==> src/rtl/obuft_bus_arbiter_if.sv <==
// Bundle between requester logic and the tri-state pad arbiter.
// master = requester side, slave = arbiter side.
interface obuft_bus_arbiter_if #(
   parameter int NREQ  = 4,
   parameter int WIDTH = 8
);
   localparam int OW = (NREQ > 1) ? $clog2(NREQ) : 1;

   logic [NREQ-1:0]       req;
   logic [NREQ-1:0]       last;
   logic [NREQ*WIDTH-1:0] data;
   logic                  hiz;
   logic [NREQ-1:0]       gnt;
   logic [OW-1:0]         owner;
   logic [WIDTH-1:0]      bus_i;
   logic                  bus_t;
   logic                  turn_active;

   modport master (
      output req, last, data, hiz,
      input  gnt, owner, bus_i, bus_t, turn_active
   );

   modport slave (
      input  req, last, data, hiz,
      output gnt, owner, bus_i, bus_t, turn_active
   );
endinterface

==> src/rtl/obuft_bus_arbiter.sv <==
// Round-robin owner selection for one shared OBUFT pad group, with a
// registered T control and dead cycles between owners so drivers never overlap.
//
//   state    | meaning
//   ---------+------------------------------------------------------------
//   ST_IDLE  | pad released, arbitrate among requesters (blocked by hiz)
//   ST_DRIVE | owner drives pad; one beat per cycle with req[owner]=1
//   ST_TURN  | pad released for TURN_CYC cycles, requests ignored
module obuft_bus_arbiter #(
   parameter int NREQ     = 4,
   parameter int WIDTH    = 8,
   parameter int TURN_CYC = 2,
   parameter int MAX_HOLD = 16
) (
   input logic              clk,
   input logic              rst_n,
   obuft_bus_arbiter_if.slave bus
);
   localparam int OW = (NREQ > 1) ? $clog2(NREQ) : 1;

   typedef enum logic [1:0] {ST_IDLE, ST_DRIVE, ST_TURN} state_t;

   state_t          state_q, state_d;
   logic [OW-1:0]   owner_q, owner_d;
   logic [NREQ-1:0] gnt_q, gnt_d;
   logic            t_q, t_d;
   logic [3:0]      turn_q, turn_d;
   logic [7:0]      hold_q, hold_d;
   logic            fresh_q, fresh_d;

   logic            found;
   logic [OW-1:0]   winner;
   int              start_i;
   logic            sel_req;
   logic            sel_last;
   logic [WIDTH-1:0] sel_data;

   // Search upward from the slot after the last owner, wrapping; after reset
   // the search starts at requester 0.
   always_comb begin
      found   = 1'b0;
      winner  = '0;
      start_i = fresh_q ? 0 : int'(owner_q) + 1;
      for (int j = 0; j < NREQ; j++) begin
         if (!found && j >= start_i && bus.req[j]) begin
            found  = 1'b1;
            winner = OW'(j);
         end
      end
      for (int j = 0; j < NREQ; j++) begin
         if (!found && bus.req[j]) begin
            found  = 1'b1;
            winner = OW'(j);
         end
      end
   end

   always_comb begin
      sel_req  = 1'b0;
      sel_last = 1'b0;
      sel_data = '0;
      for (int j = 0; j < NREQ; j++) begin
         if (owner_q == OW'(j)) begin
            sel_req  = bus.req[j];
            sel_last = bus.last[j];
            sel_data = bus.data[j*WIDTH +: WIDTH];
         end
      end
   end

   always_ff @(posedge clk or negedge rst_n) begin
      if (!rst_n) begin
         state_q <= ST_IDLE;
         owner_q <= '0;
         gnt_q   <= '0;
         t_q     <= 1'b1;
         turn_q  <= '0;
         hold_q  <= '0;
         fresh_q <= 1'b1;
      end else begin
         state_q <= state_d;
         owner_q <= owner_d;
         gnt_q   <= gnt_d;
         t_q     <= t_d;
         turn_q  <= turn_d;
         hold_q  <= hold_d;
         fresh_q <= fresh_d;
      end
   end

   // hold_q counts down remaining beats; the beat seen at zero is the last one.
   always_comb begin
      state_d = state_q;
      owner_d = owner_q;
      gnt_d   = gnt_q;
      t_d     = t_q;
      turn_d  = turn_q;
      hold_d  = hold_q;
      fresh_d = fresh_q;
      case (state_q)
         ST_IDLE: begin
            if (!bus.hiz && found) begin
               state_d = ST_DRIVE;
               owner_d = winner;
               gnt_d   = {{(NREQ-1){1'b0}}, 1'b1} << winner;
               t_d     = 1'b0;
               hold_d  = 8'(MAX_HOLD - 1);
               fresh_d = 1'b0;
            end
         end
         ST_DRIVE: begin
            if (bus.hiz || !sel_req || sel_last || hold_q == '0) begin
               state_d = ST_TURN;
               gnt_d   = '0;
               t_d     = 1'b1;
               turn_d  = 4'(TURN_CYC - 1);
            end else begin
               hold_d = hold_q - 8'd1;
            end
         end
         ST_TURN: begin
            if (turn_q == '0) state_d = ST_IDLE;
            else              turn_d  = turn_q - 4'd1;
         end
         default: state_d = ST_IDLE;
      endcase
   end

   assign bus.gnt         = gnt_q;
   assign bus.owner       = owner_q;
   assign bus.bus_t       = t_q | bus.hiz;
   assign bus.turn_active = (state_q == ST_TURN);
   assign bus.bus_i       = (state_q == ST_DRIVE) ? sel_data : '0;
endmodule

==> src/flat_wrapper.sv <==
// flat-port wrapper written by rule: the top's interface ports become plain ports
module obuft_bus_arbiter_flat 
#(
   parameter int NREQ     = 4,
   parameter int WIDTH    = 8,
   parameter int TURN_CYC = 2,
   parameter int MAX_HOLD = 16
)
  (clk, rst_n, bus_req, bus_last, bus_data, bus_hiz, bus_gnt, bus_owner, bus_bus_i, bus_bus_t, bus_turn_active);
  obuft_bus_arbiter_if #(.NREQ(NREQ), .WIDTH(WIDTH)) bus_i ();
  input logic clk;
  input logic rst_n;
  input wire logic [$bits(bus_i.req)-1:0] bus_req;
  input wire logic [$bits(bus_i.last)-1:0] bus_last;
  input wire logic [$bits(bus_i.data)-1:0] bus_data;
  input wire logic [$bits(bus_i.hiz)-1:0] bus_hiz;
  output wire logic [$bits(bus_i.gnt)-1:0] bus_gnt;
  output wire logic [$bits(bus_i.owner)-1:0] bus_owner;
  output wire logic [$bits(bus_i.bus_i)-1:0] bus_bus_i;
  output wire logic [$bits(bus_i.bus_t)-1:0] bus_bus_t;
  output wire logic [$bits(bus_i.turn_active)-1:0] bus_turn_active;
  assign bus_i.req = bus_req;
  assign bus_i.last = bus_last;
  assign bus_i.data = bus_data;
  assign bus_i.hiz = bus_hiz;
  assign bus_gnt = bus_i.gnt;
  assign bus_owner = bus_i.owner;
  assign bus_bus_i = bus_i.bus_i;
  assign bus_bus_t = bus_i.bus_t;
  assign bus_turn_active = bus_i.turn_active;
  obuft_bus_arbiter #(.NREQ(NREQ), .WIDTH(WIDTH), .TURN_CYC(TURN_CYC), .MAX_HOLD(MAX_HOLD)) u_core (.clk(clk), .rst_n(rst_n), .bus(bus_i));
endmodule
==> config.mk <==
export PLATFORM = sky130hd
export DESIGN_NAME = obuft_bus_arbiter_flat
export DESIGN_NICKNAME = d
export VERILOG_FILES = /design/src/rtl/obuft_bus_arbiter_if.sv /design/src/rtl/obuft_bus_arbiter.sv /design/src/flat_wrapper.sv
export SDC_FILE = /design/constraint.sdc
export NUM_CORES = 1
export LEC_CHECK = 0
export ABC_CLOCK_PERIOD_IN_PS = 2200
export CAP_MARGIN = 20
export CORE_UTILIZATION = 30
export CTS_CLUSTER_SIZE = 30
export DETAILED_ROUTE_END_ITERATION = 12
export GPL_TIMING_DRIVEN = 0
export HOLD_SLACK_MARGIN = 0.05
export SYNTH_ARGS = -nofsm -noshare
export SYNTH_HDL_FRONTEND = slang
export SYNTH_SLANG_ARGS = --single-unit
==> constraint.sdc <==
create_clock -name clk -period 2.2 [get_ports clk]
set_input_delay 0.22 -clock clk [delete_from_list [all_inputs] [get_ports clk]]
set_output_delay 0.22 -clock clk [all_outputs]
set_load 0.1 [all_outputs]
==> flow_summary.json <==
{
  "synth_most_common_cell": "dfrtp_1",
  "synth_seq_cells": 22,
  "startpoint_type": "register",
  "yosys_warnings": 0,
  "cap_viol_max_count": 0,
  "clkSinkCount": 22,
  "grt_pass1_wl_um": 8645,
  "setup_viol": 7,
  "synthTopCellsByArea": "dfrtp_1 (29%), ha_1 (7.3%), a21oi_1 (5.5%)",
  "routedWlPerCell_um": 15.86,
  "clkLatencyLatePin_ps": 260,
  "grt_antenna_before_repair": 0,
  "peakVddDrop_uv": 1016,
  "required_ps": 1980,
  "globalRouteTotalUtil_pct": 17.81,
  "rsz0062_at_grt": "true",
  "power_density_nw_per_um2": 1436,
  "worstSetupPathType": "reg2out",
  "grt_overflow": 0,
  "placedCellCount": 331,
  "row_count": 27,
  "fin_area_sq_um": 3032,
  "finalSetupTns_ps": -495.3,
  "gp_congestion": 0.7710,
  "ys_seq_area_share_pct": 32.24,
  "grt_pass1_vias": 1783,
  "ios": 59,
  "drive_gt1_share_pct": 35.25,
  "synth-main-ff-cell": "dfrtp_1",
  "period_share_pct": 105.8,
  "period_needed_ps": 2328,
  "synth_area_sq_um": 1715,
  "drc": 0,
  "synthTopCellsByCount": "dfrtp_1 (20), a21oi_1 (19), inv_1 (17), nor2_1 (17), nand2_1 (11)",
  "worstReg2RegEnd": "u_core.hold_q[4]$_DFFE_PN0P_",
  "die-area_sq_um": 6024,
  "syn_to_final_growth_pct": 76.73,
  "status": "complete, but fails checks",
  "worstPathArrival_ps": 2110,
  "cts_tree": "done",
  "busiest_layer": "met2",
  "path_clk_slew_ps": 80,
  "synth_edf_count": 0,
  "synth_cell_type_count": 46,
  "end_kind": "output port",
  "finalHoldViolCount": 0,
  "fin_cells": 350,
  "critPathMaxFanout": 5,
  "total_power_mw": 4.353,
  "die_w_um": 77.62,
  "maxSlewViolCount": 0,
  "use_met1_pct": 23.24,
  "num_vias": 1832,
  "diodes": 0,
  "r2r_slack_ps": 0,
  "avgSynthCellArea_sq_um": 8.534,
  "dp_hpwl_um": 3654,
  "async_flop_share_pct": 100.0,
  "wl_um": 5551,
  "violations": "setup timing",
  "power.leakage_nw": 1.179,
  "syn_inst": 201,
  "finalNetCount": 332,
  "grt_max_degree": 23,
  "r2r_cells": 7,
  "place_area_sq_um": 2469,
  "max_slew.worst_pin.slew_ps": 963.3,
  "initial_core_util_pct": 31.15,
  "hp-class": "in2async",
  "synth_top_cell_area_share_pct": 29.18,
  "finClkSkew_ps": 2.906,
  "holdWs_ps": 149.1,
  "viasPerCell": 5.234,
  "fmax_mhz": 429.6,
  "drtIter0Drc": 94,
  "use_met2_pct": 31.50,
  "relSlewSlack_pct": 35.58,
  "die_h_um": 77.62,
  "port_buffers": 58,
  "clockRootBuffer": "clkbuf_8",
  "dr.pass1.iters": 4,
  "cts_hold_buf": 0,
  "timing.rr.start": "u_core.bus.owner[0]$_DFFE_PN0P_",
  "clock_path_buffers": 2,
  "ant_nets": 0,
  "setup_ws_ps": -127.6,
  "use_met3_pct": 2.118,
  "htreeDepth": 1,
  "yosys.area.top_type": "dfrtp_1",
  "numCtsBuffers": 3,
  "syn_nets": 254,
  "core_sq_um": 5507
}
[layout make-up]
cell class                 instances  area, sq um
tap                               72        90.09
sequential                        22        560.5
clock buffer                       4        55.05
multi-input combinational        154         1388
inverter                          17        68.82
buffer                             5        52.55
timing repair buffer              76        817.0
fill                             484         2475
[worst max-delay path, cell delays in order (launching register included)]
cell	delay, ps
dfrtp_4	530
inv_4	80
ha_4	150
clkbuf_16	140
nor2b_4	40
buf_6	130
a221oi_2	250
nor3_2	90
a21oi_2	190
nor2_4	60
buf_12	180
[state kept, by name, indices dropped and copies added, names as in the netlist]
name,count
u_core.fresh_q,1
u_core.t_q,1
u_core.hold_q,8
u_core.turn_q,4
u_core.bus.owner,2
u_core.state_q,2
u_core.bus.gnt,4
[per-stage QoR]
| stage | worst slack, ps | util [%] |
|---|---|---|
| floorplan | -119.3 | - |
| global placement | -862.2 | 44.83 |
| detailed placement | -877.4 | 44.83 |
| CTS | -107.4 | 50.74 |
| global route | -197.2 | 55.06 |
| finish | -127.6 | 55.06 |
[placed cells by master (no fill, tap or decap), drive strengths merged, types with 7 or more instances in the layout]
cell type / instances
dfrtp: 20
a21oi: 20
nor2: 17
a221oi: 8
clkbuf: 8
buf: 28
inv: 17
nor2b: 9
clkdlybuf4s50: 47
nor3: 10
ha: 10
o21ai: 7
nand2: 11
[cell families (layout without fill, tap and decap cells)]
group / Yosys count / count (layout) / synth area share [%]
simple gates: 77 / 77 / 24.94
flops: 22 / 22 / 32.24
compound gates: 64 / 64 / 28.01
mux: 3 / 3 / 1.896
fa+ha+maj: 10 / 10 / 7.294
buf+inv: 25 / 102 / 5.616
[power breakdown]
| part | switching [mW] | leakage, nW | internal [mW] |
|---|---|---|---|
| Sequential | 0.121 | 0.265 | 0.532 |
| Combinational | 2.07 | 0.884 | 1.34 |
| Clock | 0.130 | 0.0288 | 0.159 |
| Total | 2.32 | 1.18 | 2.03 |
[routing by layer]
metal	wire length, um	part of all wire (%)
met1	2532	46
met2	2747	49
met3	231	4.2
met4	40	0.72
met5	0	0
[repair_timing]
action                                  4_1_cts  5_1_grt
endpoints found under the setup margin       21       21
setup buffers                                10        7
pin swaps                                     8       18
resized for setup                           103       34
[worst max path at each step]
stage / start / endpoint / depth (start not counted) / slack [ps]
after CTS: u_core.bus.owner[0]$_DFFE_PN0P_ / bus_bus_i[0] / 8 / -110
after floorplan: u_core.bus.owner[0]$_DFFE_PN0P_ / u_core.hold_q[4]$_DFFE_PN0P_ / 8 / -120
after detailed placement: u_core.bus.owner[0]$_DFFE_PN0P_ / bus_bus_i[3] / 7 / -880
after global routing: u_core.bus.owner[1]$_DFFE_PN0P_ / bus_bus_i[0] / 10 / -200
final: u_core.bus.owner[1]$_DFFE_PN0P_ / bus_bus_i[0] / 10 / -130
after global placement: u_core.bus.owner[0]$_DFFE_PN0P_ / bus_bus_i[5] / 7 / -860
Power figures use the tool's default switching activity.
